===== config.mk =====
export PLATFORM = sky130hd
export DESIGN_NAME = ifetch_buffer
export DESIGN_NICKNAME = d
export VERILOG_FILES = /design/src/rtl/ifetch_buffer.sv
export SDC_FILE = /design/constraint.sdc
export NUM_CORES = 1
export LEC_CHECK = 0
export BUFFER_PORTS_ARGS = -buffer_cell sky130_fd_sc_hd__buf_2
export CAP_MARGIN = 30
export CORE_ASPECT_RATIO = 1.2
export CORE_MARGIN = 2
export CORE_UTILIZATION = 35
export DETAILED_ROUTE_END_ITERATION = 12
export PLACE_DENSITY = 0.6
export SLEW_MARGIN = 5
export SYNTH_ARGS = -nofsm -noshare
export SYNTH_HDL_FRONTEND = slang
export SYNTH_SLANG_ARGS = --single-unit

===== constraint.sdc =====
create_clock -name clk -period 5 [get_ports clk]
set_input_delay 1 -clock clk [delete_from_list [all_inputs] [get_ports clk]]
set_output_delay 1 -clock clk [all_outputs]
set_load 0.02 [all_outputs]

===== src/rtl/ifetch_buffer.sv =====
// Fetch queue between the PC unit, instruction memory and decode.
// Optional ALIGN_CHECK_EN: misaligned PCs become filled entries with dec_misalign.
module ifetch_buffer #(
  parameter int DEPTH = 4,
  parameter int AW    = 32,
  parameter int DW    = 32
) (
  input  logic          clk,
  input  logic          rst_n,
  input  logic          pc_valid,
  input  logic [AW-1:0] pc_in,
  output logic          pc_ready,
  output logic          imem_req,
  output logic [AW-1:0] imem_addr,
  input  logic          imem_gnt,
  input  logic          imem_rvalid,
  input  logic [DW-1:0] imem_rdata,
  input  logic          redirect,
  output logic          dec_valid,
  input  logic          dec_ready,
  output logic [AW-1:0] dec_pc,
`ifdef ALIGN_CHECK_EN
  output logic          dec_misalign,
`endif
  output logic [DW-1:0] dec_instr
);

  localparam int PW  = $clog2(DEPTH);
  localparam int CW  = PW + 1;
  localparam int DCW = $clog2(2 * DEPTH) + 1;

  logic [AW-1:0]    pc_q    [DEPTH];
  logic [DW-1:0]    instr_q [DEPTH];
  logic [DEPTH-1:0] filled_q;
  logic [PW-1:0]    rd_ptr;
  logic [PW-1:0]    wr_ptr;
  logic [CW-1:0]    count;
  logic [DCW-1:0]   drop_cnt;

  logic           space;
  logic           mis;
  logic           push;
  logic           pop;
  logic           fill_hit;
  logic [PW-1:0]  fill_idx;
  logic [PW-1:0]  scan;
  logic [CW-1:0]  unfilled;
  logic           take_rsp;
  logic           drop_rsp;
  logic [DCW-1:0] drop_sum;
  logic [DCW-1:0] drop_nxt;

  assign space = count < CW'(DEPTH);

`ifdef ALIGN_CHECK_EN
  logic [DEPTH-1:0] mis_q;
  assign mis          = pc_in[1:0] != 2'b00;
  assign dec_misalign = mis_q[rd_ptr];
  assign pc_ready     = mis ? (pc_valid & ~redirect & space & rst_n)
                            : (imem_req & imem_gnt);
`else
  assign mis      = 1'b0;
  assign pc_ready = imem_req & imem_gnt;
`endif

  assign imem_req  = pc_valid & ~redirect & space & ~mis & rst_n;
  assign imem_addr = pc_in;
  assign push      = pc_ready;

  assign dec_valid = (count != '0) & filled_q[rd_ptr];
  assign dec_pc    = pc_q[rd_ptr];
  assign dec_instr = instr_q[rd_ptr];
  assign pop       = dec_valid & dec_ready & ~redirect;

  // Oldest reserved-but-unfilled entry, plus how many are outstanding.
  always_comb begin
    fill_hit = 1'b0;
    fill_idx = '0;
    unfilled = '0;
    scan     = '0;
    for (int i = 0; i < DEPTH; i++) begin
      scan = rd_ptr + PW'(i);
      if (CW'(i) < count && !filled_q[scan]) begin
        unfilled = unfilled + CW'(1);
        if (!fill_hit) begin
          fill_hit = 1'b1;
          fill_idx = scan;
        end
      end
    end
  end

  assign take_rsp = imem_rvalid & (drop_cnt == '0) & fill_hit;
  assign drop_rsp = imem_rvalid & (drop_cnt != '0);
  assign drop_sum = drop_cnt + DCW'(unfilled);
  assign drop_nxt = (imem_rvalid && drop_sum != '0)
                  ? drop_sum - DCW'(1) : drop_sum;

  always_ff @(posedge clk or negedge rst_n) begin
    if (!rst_n) begin
      for (int i = 0; i < DEPTH; i++) begin
        pc_q[i]    <= '0;
        instr_q[i] <= '0;
      end
      filled_q <= '0;
      rd_ptr   <= '0;
      wr_ptr   <= '0;
      count    <= '0;
      drop_cnt <= '0;
    end else if (redirect) begin
      filled_q <= '0;
      rd_ptr   <= '0;
      wr_ptr   <= '0;
      count    <= '0;
      drop_cnt <= drop_nxt;
    end else begin
      if (take_rsp) begin
        instr_q[fill_idx]  <= imem_rdata;
        filled_q[fill_idx] <= 1'b1;
      end
      if (drop_rsp)
        drop_cnt <= drop_cnt - DCW'(1);
      if (push) begin
        pc_q[wr_ptr]     <= pc_in;
        instr_q[wr_ptr]  <= '0;
        filled_q[wr_ptr] <= mis;
        wr_ptr           <= wr_ptr + PW'(1);
      end
      if (pop)
        rd_ptr <= rd_ptr + PW'(1);
      count <= count + CW'(push) - CW'(pop);
    end
  end

`ifdef ALIGN_CHECK_EN
  always_ff @(posedge clk or negedge rst_n) begin
    if (!rst_n)
      mis_q <= '0;
    else if (push && !redirect)
      mis_q[wr_ptr] <= mis;
  end
`endif

endmodule


After elaboration in Yosys (flattened, before gate mapping)
Index checks and enable logic that the tools add are counted.
W data, S select, Z words.
{"block": "op_classes", "reduce_logical": 21, "n_addsub": 12, "n_mux": 54, "bitwise": 19, "magnitude_cmp": 18}
{"operator": "$mux W128", "n": 3}
{"operator": "$bwmux W128", "n": 2}
{"operator": "$mux W32", "n": 6}
{"operator": "$and A128 B128 Y128", "n": 1}
{"operator": "$bmux W32 S2", "n": 2}
{"operator": "$demux W32 S2", "n": 2}
{"operator": "$not A128 Y128", "n": 1}
{"operator": "$mux W4", "n": 7}
{"operator": "$mux W2", "n": 11}
{"operator": "$lt A2 B3 Y1 const B", "n": 6}
{"operator": "$mux W3", "n": 4}
{"operator": "$mux W1", "n": 11}
{"operator": "$and A1 B1 Y1", "n": 10}
{"operator": "$add A3 B1 Y3 const B", "n": 3}
{"operator": "$ge A3 B3 Y1 const B", "n": 3}
{"operator": "$logic_and A1 B1 Y1", "n": 9}
{"operator": "$not A2 Y3", "n": 3}
{"operator": "$bmux W1 S2", "n": 4}
{"operator": "$reduce_bool A4 Y1", "n": 2}
{"operator": "$sub A4 B1 Y4 const B", "n": 2}
{"operator": "$lt A1 B3 Y1 const A", "n": 2}
{"operator": "$lt A2 B3 Y1 const A", "n": 2}
{"operator": "$lt A3 B1 Y1 const B", "n": 2}
{"operator": "$reduce_bool A2 Y1", "n": 3}
{"operator": "other kinds (16)", "n": 23}
{"block": "totals", "inputBits": 71, "ff_bits": 271, "word_cells": 137, "out_inout_bits": 99}

Depth between registers and ports, before layout
{"block": "depth", "depth_word": 21, "ltp_mapped": 16, "depth_no_buf": 16}

Least setup slack after synthesis
OpenSTA, ideal clock, no wires.
{"block": "synth_timing", "path_type": "register -> register", "from": "register count[2]", "to": "register drop_cnt[1]", "t_arrival_ns": 3.555, "n_path_buf": 0, "synth_period_minus_slack_ns": 3.654, "required_time_ns": 4.901, "setup_time_ns": 0.099, "path_slack_ns": 1.346, "stages_incl_launch_ff": 16, "cell_sequence": "dfrtp_1 inv_1 ha_1 nor2b_1 a22o_1 ha_1 xor2_1 ha_1 mux2_2 ha_1 a21o_1 a21oi_1 xnor2_1 o21ai_0 nor2_1 a311oi_1"}
{"block": "synth_via", "elab_chain_cells": 14, "word_cells_on_any_way": 21, "cone_classes": "5 x add/sub; 4 x order compare; 6 x mux; 6 x reduce/logical"}
{"element": "start, declared", "line_no": "37", "text": "logic [CW-1:0] count;"}
{"element": "start signal, assigned", "line_no": "131", "text": "count <= count + CW'(push) - CW'(pop);"}
{"element": "$lt A1 B3 Y1", "line_no": "83", "text": "if (CW'(i) < count && !filled_q[scan]) begin"}
{"element": "$logic_and A1 B1 Y1", "line_no": "83"}
{"element": "$mux W1", "line_no": "83"}
{"element": "$add A3 B1 Y3", "line_no": "84", "text": "unfilled = unfilled + CW'(1);"}
{"element": "$mux W3", "line_no": "83"}
{"element": "$add A3 B1 Y3", "line_no": "84"}
{"element": "$mux W3", "line_no": "83"}
{"element": "$add A3 B1 Y3", "line_no": "84"}
{"element": "$mux W3 *", "line_no": "83"}
{"element": "$add A4 B3 Y4 *", "line_no": "95", "text": "assign drop_sum = drop_cnt + DCW'(unfilled);"}
{"element": "branches (longest 2 deep; another with $sub A4 B1 Y4)"}
{"element": "$mux W4 *", "line_no": "97", "text": "? drop_sum - DCW'(1) : drop_sum;"}
{"element": "$mux W4 *", "line_no": "110", "text": "end else if (redirect) begin"}
{"element": "end signal, assigned", "line_no": "115", "text": "drop_cnt <= drop_nxt;"}
{"element": "end signal, assigned", "line_no": "122", "text": "drop_cnt <= drop_cnt - DCW'(1);"}
{"element": "end, declared", "line_no": "38", "text": "logic [DCW-1:0] drop_cnt;"}
Mark *: on every way between the ends.
A chain may end at the register's enable or synchronous reset.

Final worst setup path
{"block": "layout_timing", "from": "register rd_ptr[0]", "to": "output dec_pc[14]"}
{"block": "layout_via", "elab_chain_cells": 4}
{"element": "start, declared", "line_no": "35", "text": "logic [PW-1:0] rd_ptr;"}
{"element": "start signal, assigned", "line_no": "130", "text": "rd_ptr <= rd_ptr + PW'(1);"}
{"element": "$not A2 Y3 (implied by the code)", "line_no": "71", "text": "assign dec_pc = pc_q[rd_ptr];"}
{"element": "$bmux W32 S2", "line_no": "71"}
{"element": "$mux W32 (implied by the code) (2 in series)", "line_no": "71"}
{"element": "end, declared", "line_no": "21", "text": "output logic [AW-1:0] dec_pc,"}
No other way between the ends. The select of a mux whose other input is x is not followed.

==> qor.csv <==
metric,value,unit
maxCapViolations,0,
finalHoldViolCount,0,
outcome,finished clean,
hp-class,input port to async pin,
gp_congestion,0.796,
drt-total-wl,33.0,mm
dp_cells,1582,
finalWorstSetupSlack,680,ps
grt_pass1_vias,9423,
dp_hpwl,19.4,mm
ir_drop,0.000303,V
first_iter_violations,510,
power.density,368,nW/um^2
synth_compound_area_frac,0.0972,
cp_data_arrival_time,3320,ps
synthArstFlopShare,1.00,
yosys.area_share.xor_xnor,0.00738,
synth_top_area_cell,dfrtp_1,
fin_worst_skew,13.2,ps
grt_use_met3,0.0319,
worstSetupEndpointType,primary output,
gr-total-overflow,0,
synthAdderAreaFrac,0.0213,
synth_top_area_frac,0.520,
cp-start-kind,flop,
cts_buffers,31,
cts_tree,done,
synth-simple-area-share,0.0698,
clkLatencyLatePin,560,ps
worstSetupPathType,flop to primary output,
die_y,216,um
post_cts_resized,0,
start_util,0.355,
cts_root_buffer,clkbuf_16,
ys_warn_count,0,
crit_path_max_fanout,38,
firstDrtPassIters,5,
die_x,180,um
synth_top_family_by_area,multiplexers,
final_cells,1638,
slew_headroom,0.340,
grt_usage,0.169,
grt_max_degree,163,
syn_inst,1026,
slew_viol_final,0,
grt.met1_usage,0.224,
vias_per_cell,5.41,
multi_input_area,5570,sq um
cts_setup_buffers,0,
postSynthNetCount,1118,
tightest_slew,988,ps
place_ws,1020,ps
tns,0,ps
row_count,77,
finalSetupViolations,0,
cts.htree.levels,1,
cts_sinks,271,
diodes,0,
required,4000,ps
drc,0,
die-area,38800,sq um
yosysMostFrequentCell,dfrtp_1,
num_vias,8864,
io_pins,170,
portBuffers,169,
netlist_area,13000,sq um
fin_crit_sh,0.864,
synthTopCellsByCount,"dfrtp_1 (271), nand2_1 (174), mux2_2 (131), o22ai_1 (108), mux4_2 (65)",
busiest_layer,met2,
post_drt_wl_per_cell,20.1,um
grt_use_met2,0.286,
design.core.area,36800,sq um
fillers,3460,
power_leakage,7.00,nW
cts_max_path_buffers,3,
cts_hold_buf,0,
synth_cell_types,52,
clock.fmax,231,MHz
antenna_found_initial,1,
synth.area.mux_share,0.230,
synth-seq-cells,271,
drive_gt1_frac,0.406,
layout_min_cycle_time,4320,ps
syn_area_per_cell,12.7,sq um
synth-main-ff-cell,dfrtp_1,
rsz0062_at_grt,false,
grt_pass1_wl,52.9,mm
synth_area_leaders,"dfrtp_1 (52%), mux2_2 (11%), mux4_2 (11%)",
syn_to_final_growth,16.4,%
clkTransAtPathRegs,60,ps
fin_nets,1234,
synth-seq-area-share,0.520,
ant_nets,0,
final-seq-area,6790,sq um
synth_edf_count,0,
worst max-delay path, stage by stage (launching register included):
cell     delay [ps]
dfrtp_4         530
buf_4           660
buf_4           740
mux4_2          600
buf_2           180
area by class of cell:
cell class,count,share of cell area
Clock buffer,46,0.0614
Clock inverter,9,0.00857
Inverter,18,0.00445
Multi-Input combinational cell,627,0.367
Sequential cell,271,0.447
Tap cell,474,0.0390
Timing Repair Buffer,193,0.0728
final timing paths:
path,from,end,slack (ps),cells after the start
max in group asynchronous,rst_n,pc_q[80]$_DFFE_PN0P_,2930,4
worst max-delay path,rd_ptr[0]$_DFFE_PN0P_,dec_pc[14],680,4
worst min-delay path,rst_n,instr_q[112]$_DFFE_PN0N_,310,1
worst min register to register,pc_q[40]$_DFFE_PN0P_,pc_q[40]$_DFFE_PN0P_,500,1
min in group clk,pc_q[40]$_DFFE_PN0P_,pc_q[40]$_DFFE_PN0P_,500,1
worst max register to register,rd_ptr[0]$_DFFE_PN0P_,drop_cnt[1]$_DFFE_PN0P_,970,14
per-layer routing:
layer | wire length [um] | up-vias | share of wire
met5 | 0 | - | 0
met4 | 539 | 0 | 0.016
met3 | 2240 | 43 | 0.068
met2 | 16100 | 293 | 0.49
met1 | 14100 | 4557 | 0.43
li1 | - | 3971 | -
power breakdown:
part           internal, mW  leakage (nW)  total (mW)  switching, mW
Sequential             2.37          3.69        2.47          0.100
Combinational         0.353          2.79       0.778          0.425
Clock                  1.43         0.523        2.35          0.912
registers in the layout, indices dropped and copies added (netlist names):
register	flops
count	3
wr_ptr	2
rd_ptr	2
instr_q	128
drop_cnt	4
pc_q	128
filled_q	4
layout by cell type (no fill, tap or decap), types with 4 or more instances in the layout:
master     synthesis  layout
dfrtp_1          271     269
nand2_1          174     170
buf_2             35     168
mux2_2           131     131
o22ai_1          108     108
mux4_2            65      65
clkbuf_16          0      31
o22ai_2           22      22
ha_1              19      19
buf_4             32      19
inv_1             17      17
a21oi_1           14      14
nor2_1            12      10
clkbuf_8           0      10
nand3_1            8       8
xor2_1             7       7
mux2i_1            6       6
nor3b_1            6       6
clkbuf_1          28       5
nor2b_1            4       4
nor3_1             4       4
o21ai_0            4       4
nand2_2            0       4
xnor2_1            4       4
buf_12             0       4
through the flow:
step | cell area (sq um) | utilization | power [mW] | hold WS [ps]
2_1_floorplan | 13000 | - | 3.02 | 474
3_3_place_gp | 14100 | 0.383 | 3.27 | 481
3_5_place_dp | 14100 | 0.383 | 3.29 | 487
4_1_cts | 15200 | 0.412 | 5.67 | 289
5_1_grt | 15200 | 0.413 | 5.85 | 298
6_report | 15200 | 0.413 | 5.59 | 308
cell families (layout without fill, tap and decap cells):
logic type / after synthesis / count (layout)
buf+inv: 128 / 266
fa+ha+maj: 21 / 21
simple gates: 220 / 220
flops: 271 / 271
compound gates: 173 / 173
mux: 202 / 202
xor+xnor: 11 / 11
Power figures use the tool's default switching activity.
